[src/rtl/uart_sched_pkg.sv]
// uart_sched_pkg: shared widths and FSM state encodings for the UART TX scheduler
package uart_sched_pkg;
  localparam int NREQ_MAX = 8;
  localparam int BYTE_W = 8;
  localparam int IW = $clog2(NREQ_MAX);
  localparam logic [2:0] S_IDLE = 3'd0;
  localparam logic [2:0] S_LOAD = 3'd1;
  localparam logic [2:0] S_START = 3'd2;
  localparam logic [2:0] S_SEND = 3'd3;
  localparam logic [2:0] S_GAP = 3'd4;
endpackage

[src/rtl/uart_tx_scheduler_if.sv]
// uart_tx_scheduler_if: requester-side request/ack/grant bundle of the UART TX scheduler
interface uart_tx_scheduler_if import uart_sched_pkg::*; #(parameter int NREQ = 4);
  logic [NREQ-1:0] req;
  logic [NREQ*BYTE_W-1:0] req_data;
  logic [NREQ-1:0] req_last;
  logic [NREQ-1:0] ack;
  logic [NREQ-1:0] grant;
  modport master(output req, req_data, req_last, input ack, grant);
  modport slave(input req, req_data, req_last, output ack, grant);
endinterface

[src/rtl/rr_arbiter.sv]
// rr_arbiter: combinational round-robin pick, first requester after ptr wins
module rr_arbiter import uart_sched_pkg::*; #(parameter int NREQ = 4) (
  input  logic [NREQ-1:0] req,
  input  logic [IW-1:0]   ptr,
  output logic [NREQ-1:0] gnt,
  output logic [IW-1:0]   idx
);
  logic [NREQ-1:0] rot;
  always_comb begin
    rot = NREQ'({req, req} >> (int'(ptr) + 1));
    idx = '0;
    for (int j = NREQ - 1; j >= 0; j--)
      if (rot[j]) idx = IW'((int'(ptr) + 1 + j) % NREQ);
  end
  assign gnt = |req ? {{(NREQ-1){1'b0}}, 1'b1} << idx : '0;
endmodule

[src/rtl/uart_tx_scheduler.sv]
// uart_tx_scheduler: message-granular round-robin sharing of one UART transmitter
module uart_tx_scheduler import uart_sched_pkg::*; #(
  parameter int NREQ = 4,
  parameter int MAX_BYTES = 16,
  parameter int GAP_TICKS = 2
) (
  input  logic              CLKIN,
  input  logic              RESET,
  input  logic              baud_tick,
  uart_tx_scheduler_if.slave bus,
  output logic [BYTE_W-1:0] tx_data,
  output logic              tx_run,
  input  logic              tx_done,
  output logic              busy,
  output logic              forced
);
  logic [2:0] state;
  logic [NREQ-1:0] grant, ack, arb_gnt;
  logic [IW-1:0] owner, ptr, arb_idx;
  logic [7:0] cnt;
  logic [3:0] gap;
  logic last_f, fell, own_req, own_last;
  logic [BYTE_W-1:0] own_data;
  rr_arbiter #(.NREQ(NREQ)) u_arb (.req(bus.req), .ptr(ptr), .gnt(arb_gnt), .idx(arb_idx));
  always_comb begin
    own_data = '0;
    own_last = 1'b0;
    for (int j = 0; j < NREQ; j++)
      if (grant[j]) begin
        own_data = bus.req_data[j*BYTE_W +: BYTE_W];
        own_last = bus.req_last[j];
      end
  end
  assign own_req = |(bus.req & grant);
  assign busy = state != S_IDLE;
  assign bus.ack = ack;
  assign bus.grant = grant;
  // SEND waits for done to drop and rise again, so a transmitter that lowers done a tick late still works
  always_ff @(posedge CLKIN) begin
    if (RESET) begin
      state <= S_IDLE;
      grant <= '0;
      ack <= '0;
      owner <= '0;
      ptr <= '0;
      cnt <= '0;
      gap <= '0;
      last_f <= 1'b0;
      fell <= 1'b0;
      tx_data <= '0;
      tx_run <= 1'b0;
      forced <= 1'b0;
    end else begin
      ack <= '0;
      forced <= 1'b0;
      case (state)
        S_IDLE: if (|bus.req) begin
          grant <= arb_gnt;
          owner <= arb_idx;
          state <= S_LOAD;
        end
        S_LOAD: if (own_req) begin
          tx_data <= own_data;
          last_f <= own_last;
          ack <= grant;
          tx_run <= 1'b1;
          cnt <= cnt + 8'd1;
          state <= S_START;
        end
        S_START: if (baud_tick && tx_done) begin
          tx_run <= 1'b0;
          fell <= 1'b0;
          state <= S_SEND;
        end
        S_SEND: begin
          if (!tx_done) fell <= 1'b1;
          if (fell && tx_done) begin
            if (last_f || cnt == 8'(MAX_BYTES)) begin
              grant <= '0;
              ptr <= owner;
              cnt <= '0;
              gap <= '0;
              forced <= !last_f;
              state <= S_GAP;
            end else state <= S_LOAD;
          end
        end
        S_GAP: begin
          if (GAP_TICKS == 0 || (baud_tick && gap == 4'(GAP_TICKS - 1))) state <= S_IDLE;
          else if (baud_tick) gap <= gap + 4'd1;
        end
        default: state <= S_IDLE;
      endcase
    end
  end
endmodule

[src/flat_wrapper.sv]
// flat-port wrapper written by rule: the top's interface ports become plain ports
module uart_tx_scheduler_flat import uart_sched_pkg::*;
#(
  parameter int NREQ = 4,
  parameter int MAX_BYTES = 16,
  parameter int GAP_TICKS = 2
)
  (CLKIN, RESET, baud_tick, tx_data, tx_run, tx_done, busy, forced, bus_req, bus_req_data, bus_req_last, bus_ack, bus_grant);
  uart_tx_scheduler_if #(.NREQ(NREQ)) bus_i ();
  input  logic CLKIN;
  input  logic RESET;
  input  logic baud_tick;
  output logic [BYTE_W-1:0] tx_data;
  output logic tx_run;
  input  logic tx_done;
  output logic busy;
  output logic forced;
  input wire logic [$bits(bus_i.req)-1:0] bus_req;
  input wire logic [$bits(bus_i.req_data)-1:0] bus_req_data;
  input wire logic [$bits(bus_i.req_last)-1:0] bus_req_last;
  output wire logic [$bits(bus_i.ack)-1:0] bus_ack;
  output wire logic [$bits(bus_i.grant)-1:0] bus_grant;
  assign bus_i.req = bus_req;
  assign bus_i.req_data = bus_req_data;
  assign bus_i.req_last = bus_req_last;
  assign bus_ack = bus_i.ack;
  assign bus_grant = bus_i.grant;
  uart_tx_scheduler #(.NREQ(NREQ), .MAX_BYTES(MAX_BYTES), .GAP_TICKS(GAP_TICKS)) u_core (.CLKIN(CLKIN), .RESET(RESET), .baud_tick(baud_tick), .bus(bus_i), .tx_data(tx_data), .tx_run(tx_run), .tx_done(tx_done), .busy(busy), .forced(forced));
endmodule
[config.mk]
export PLATFORM = sky130hd
export DESIGN_NAME = uart_tx_scheduler_flat
export DESIGN_NICKNAME = d
export VERILOG_FILES = /design/src/rtl/uart_sched_pkg.sv /design/src/rtl/uart_tx_scheduler_if.sv /design/src/rtl/rr_arbiter.sv /design/src/rtl/uart_tx_scheduler.sv /design/src/flat_wrapper.sv
export SDC_FILE = /design/constraint.sdc
export NUM_CORES = 1
export LEC_CHECK = 0
export ABC_AREA = 1
export BUFFER_PORTS_ARGS = -buffer_cell sky130_fd_sc_hd__clkbuf_2
export CORE_MARGIN = 4
export CORE_UTILIZATION = 44
export CTS_BUF_LIST = sky130_fd_sc_hd__clkbuf_16
export CTS_CLUSTER_SIZE = 12
export DETAILED_ROUTE_END_ITERATION = 16
export GPL_TIMING_DRIVEN = 0
export PLACE_DENSITY = 0.68
export SYNTH_ARGS = -nofsm -noshare
export SYNTH_HDL_FRONTEND = slang
export SYNTH_HIERARCHICAL = 1
export SYNTH_SLANG_ARGS = --single-unit
[constraint.sdc]
create_clock -name CLKIN -period 2.72 [get_ports CLKIN]
set_input_delay 0.136 -clock CLKIN [delete_from_list [all_inputs] [get_ports CLKIN]]
set_output_delay 0.136 -clock CLKIN [all_outputs]
set_load 0.005 [all_outputs]
==> run_summary.xml <==
<?xml version="1.0" encoding="UTF-8"?>
<metrics>
  <group name="power">
    <metric name="power.density_cell_area" unit="nW/µm²">911</metric>
    <metric name="total_leakage_power" unit="nW">1.47</metric>
    <metric name="peakVddDrop" unit="mV">0.702</metric>
  </group>
  <group name="cts">
    <metric name="cts_made_buffers" unit="">5</metric>
    <metric name="clock_tree.root_cell" unit="">clkbuf_16</metric>
    <metric name="postCtsResizedCells" unit="">0</metric>
    <metric name="clock_tree.htree_level_count" unit="">2</metric>
    <metric name="cts.sink_count" unit="">41</metric>
    <metric name="post-cts-setup-buffers" unit="">0</metric>
    <metric name="cts.hold.buffers_added" unit="">0</metric>
    <metric name="cts_tree" unit="">built</metric>
    <metric name="clock_insertion_delay_worst_skew" unit="ns">0.29</metric>
    <metric name="ctsLongestPathBuffers" unit="">2</metric>
    <metric name="clkTransAtPathRegs" unit="ns">0.06</metric>
  </group>
  <group name="timing">
    <metric name="totalNegativeSetupSlack" unit="ns">0</metric>
    <metric name="min_period_over_period" unit="">0.607</metric>
    <metric name="worst_pin_slew" unit="ns">0.666</metric>
    <metric name="slew_viol_final" unit="">0</metric>
    <metric name="timing.slew.headroom" unit="">0.556</metric>
    <metric name="final.setup_skew" unit="ns">0.00598</metric>
    <metric name="fin_crit" unit="ns">1.65</metric>
    <metric name="fmax" unit="GHz">0.606</metric>
    <metric name="hold_viol_final" unit="">0</metric>
    <metric name="timing.final.setup_violations" unit="">0</metric>
    <metric name="rsz0062_at_grt" unit="">false</metric>
  </group>
  <group name="route">
    <metric name="drt-wirelength-per-cell" unit="µm">12.5</metric>
    <metric name="initial_drt_pass_iterations" unit="">4</metric>
    <metric name="initial_drc_count" unit="">90</metric>
    <metric name="route.antenna.remaining_nets" unit="">0</metric>
    <metric name="route.detailed.drc" unit="">0</metric>
    <metric name="routed-via-count" unit="">2667</metric>
    <metric name="avgViaCountPerCell" unit="">5.08</metric>
    <metric name="routed_wl" unit="µm">6550</metric>
  </group>
  <group name="critical_path">
    <metric name="critPathCaptureType" unit="">register</metric>
    <metric name="critPathRequiredTime" unit="ns">2.94</metric>
    <metric name="path_class" unit="">register to register</metric>
    <metric name="critPathArrivalTime" unit="ns">1.88</metric>
    <metric name="critical_path.startpoint_type" unit="">register</metric>
    <metric name="crit_start" unit="">u_core/ptr[1]</metric>
    <metric name="worstPathMaxFanout" unit="">5</metric>
    <metric name="crit-reg2reg-launch" unit="">u_core/ptr[1]</metric>
  </group>
  <group name="global_route">
    <metric name="gr-usage-all-layers" unit="">0.193</metric>
    <metric name="grt_start_max_net_pins" unit="">15</metric>
    <metric name="grt_pass1_vias" unit="">2574</metric>
    <metric name="grt_first_pass_wirelength" unit="µm">11300</metric>
    <metric name="grt_overflow_total" unit="">0</metric>
    <metric name="number_of_antenna_violations_at_the_first_check_in_global_routing" unit="">0</metric>
  </group>
  <group name="layout">
    <metric name="drive_gt1_frac" unit="">0.252</metric>
    <metric name="layout-area-overhead-vs-synth" unit="%">23.4</metric>
    <metric name="layout_commonest_cell" unit="">nand2_1</metric>
    <metric name="finalNonFillerCells" unit="">525</metric>
    <metric name="final_net_count" unit="">500</metric>
    <metric name="top_library_cells_by_usage_in_the_layout_fill_and_taps_aside" unit="">nand2_1, clkbuf_2, nor2_1</metric>
    <metric name="insertedDiodeCount" unit="">0</metric>
  </group>
  <group name="placed_design">
    <metric name="place_hpwl" unit="µm">4940</metric>
    <metric name="gp_congestion" unit="">0.842</metric>
    <metric name="place.port_buffers" unit="">62</metric>
    <metric name="numPlacedInstances" unit="">517</metric>
  </group>
  <group name="outcome">
    <metric name="run_status" unit="">complete, no violations</metric>
  </group>
  <group name="floorplan">
    <metric name="rows" unit="">27</metric>
    <metric name="i_o_pins" unit="">63</metric>
    <metric name="die_y" unit="µm">84.1</metric>
    <metric name="floorplan.core_area" unit="µm²">5570</metric>
    <metric name="initial_utilization" unit="">0.457</metric>
    <metric name="design.die.area" unit="µm²">7060</metric>
    <metric name="floorplan.die.width" unit="µm">84.1</metric>
  </group>
  <group name="synthesis">
    <metric name="syn-cell-area" unit="µm²">2540</metric>
    <metric name="synth_sequential_area_ratio" unit="">0.323</metric>
    <metric name="yosys_register_bits" unit="">41</metric>
    <metric name="syn_avg_cell_area" unit="µm²">6.64</metric>
    <metric name="syn_nets" unit="">431</metric>
    <metric name="synth_cells" unit="">383</metric>
    <metric name="yosys_warnings" unit="">6</metric>
    <metric name="number_of_unique_standard_cell_types_used_by_synthesis" unit="">40</metric>
  </group>
  <group name="run">
    <metric name="drv_cap" unit="">0</metric>
  </group>
  <group name="worst_hold_path">
    <metric name="min_path_type" unit="">primary input to register</metric>
    <metric name="holdCritStartpoint" unit="">RESET</metric>
  </group>
</metrics>
kinds of logic (layout without fill, tap and decap cells):
kind of cell | count (synthesis) | in the layout | synth area share
buffers and inverters | 50 | 120 | 0.0841
adder cells (fa/ha/maj) | 4 | 4 | 0.0197
flip-flops | 41 | 41 | 0.323
AND/OR/NAND/NOR | 213 | 213 | 0.383
other | 1 | 1 | 0.00147
XOR/XNOR | 4 | 4 | 0.0138
AO/OA/AOI/OAI | 70 | 70 | 0.176
cell usage after synthesis:
| master | count | area (µm²) |
|---|---|---|
| nor2_2 | 2 | 12.5 |
| a31oi_1 | 9 | 56.3 |
| o211ai_1 | 9 | 67.6 |
| nor3_1 | 1 | 5.00 |
| nor2_1 | 47 | 176 |
| nor2_4 | 2 | 22.5 |
| buf_2 | 1 | 5.00 |
| nor3_4 | 1 | 16.3 |
| dfxtp_1 | 41 | 821 |
| inv_2 | 5 | 18.8 |
| nor3b_1 | 1 | 7.51 |
| nand2_1 | 110 | 413 |
| and2_4 | 1 | 8.76 |
| ha_1 | 4 | 50.1 |
| nor3_2 | 1 | 10.0 |
| a21oi_2 | 6 | 52.6 |
| nand4_1 | 2 | 12.5 |
| o21ai_1 | 6 | 30.0 |
| or2_4 | 1 | 8.76 |
| o21ai_2 | 1 | 8.76 |
| buf_6 | 2 | 22.5 |
| nand2_4 | 3 | 33.8 |
| conb_1 | 1 | 3.75 |
| clkbuf_1 | 5 | 18.8 |
| a21oi_4 | 3 | 48.8 |
| a21oi_1 | 24 | 120 |
| o21ai_0 | 11 | 55.1 |
| buf_4 | 2 | 15.0 |
| inv_1 | 32 | 120 |
| xor2_1 | 2 | 17.5 |
| xnor2_1 | 2 | 17.5 |
| a31o_2 | 1 | 8.76 |
| nand3_4 | 1 | 17.5 |
| or2_2 | 1 | 6.26 |
| nand2_2 | 4 | 25.0 |
| and3_2 | 1 | 7.51 |
| nand3_2 | 4 | 40.0 |
| inv_4 | 1 | 6.26 |
| clkinv_1 | 2 | 7.51 |
| nand3_1 | 30 | 150 |
cell type report:
| type | instances | area, µm² |
|---|---|---|
| fillers | 575 | 2430 |
| plain buffers | 10 | 61.3 |
| clock buffers | 5 | 125 |
| repair buffers | 62 | 310 |
| inverters | 40 | 153 |
| well taps | 72 | 90.1 |
| flip-flops and latches | 41 | 821 |
| multi-input cells | 292 | 1510 |
| clock inverters | 3 | 68.8 |
layer usage:
| metal | part of all wire | up-vias | wire [µm] | GRT usage |
|---|---|---|---|---|
| met3 | 0.066 | 8 | 435 | 0.0484 |
| met4 | 0.012 | 0 | 76 | 0.0482 |
| li1 | - | 1389 | - | - |
| met5 | 0 | - | 0 | 0 |
| met1 | 0.45 | 1187 | 2980 | 0.241 |
| met2 | 0.47 | 83 | 3060 | 0.329 |
metrics by stage:
step / instance area [µm²] / hold WS (ns) / power [mW] / setup slack (ns) / util
finish: 3140 / 0.0654 / 2.86 / 1.07 / 0.563
global route: 3140 / 0.0827 / 3.08 / 0.884 / 0.563
CTS: 3140 / 0.0652 / 2.88 / 1.10 / 0.563
detailed placement: 2950 / 0.368 / 2.08 / 1.12 / 0.528
global placement: 2950 / 0.364 / 2.06 / 1.14 / 0.528
floorplan: 2540 / 0.215 / 1.72 / 1.26 / -
power breakdown:
group          switching [mW]  total, mW  internal [mW]
combinational           0.772       1.21          0.434
sequential              0.135      0.868          0.734
clock                   0.257      0.786          0.529
total                    1.16       2.86           1.70
final timing paths:
| kind | cells after the start | to | slack, ns |
|---|---|---|---|
| hold reg to reg | 2 | u_core/cnt[6] | 0.47 |
| setup / recovery | 14 | u_core/bus.grant[3] | 1.07 |
| setup reg to reg | 14 | u_core/bus.grant[3] | 1.07 |
| hold / removal | 2 | u_core/fell | 0.07 |
critical path, cell delays in order (launching register included):
cell,delay (ns)
dfxtp_1,0.40
inv_1,0.10
nor2_1,0.17
nand2_1,0.11
nand2_1,0.06
inv_1,0.04
nand2_1,0.09
nand2_1,0.06
nand2_1,0.07
nand2_2,0.08
a21oi_1,0.13
nand2_1,0.07
nand3_1,0.08
nand2_1,0.05
nor2_1,0.08
sequential cells by signal (all words and copies together), names as in the netlist:
signal,count
u_core/forced,1
u_core/cnt,8
u_core/bus.grant,4
u_core/last_f,1
u_core/state,3
u_core/tx_data,8
u_core/ptr,3
u_core/owner,3
u_core/bus.ack,4
u_core/fell,1
u_core/tx_run,1
u_core/gap,4
Note: power is estimated with default switching activity, not from simulation.
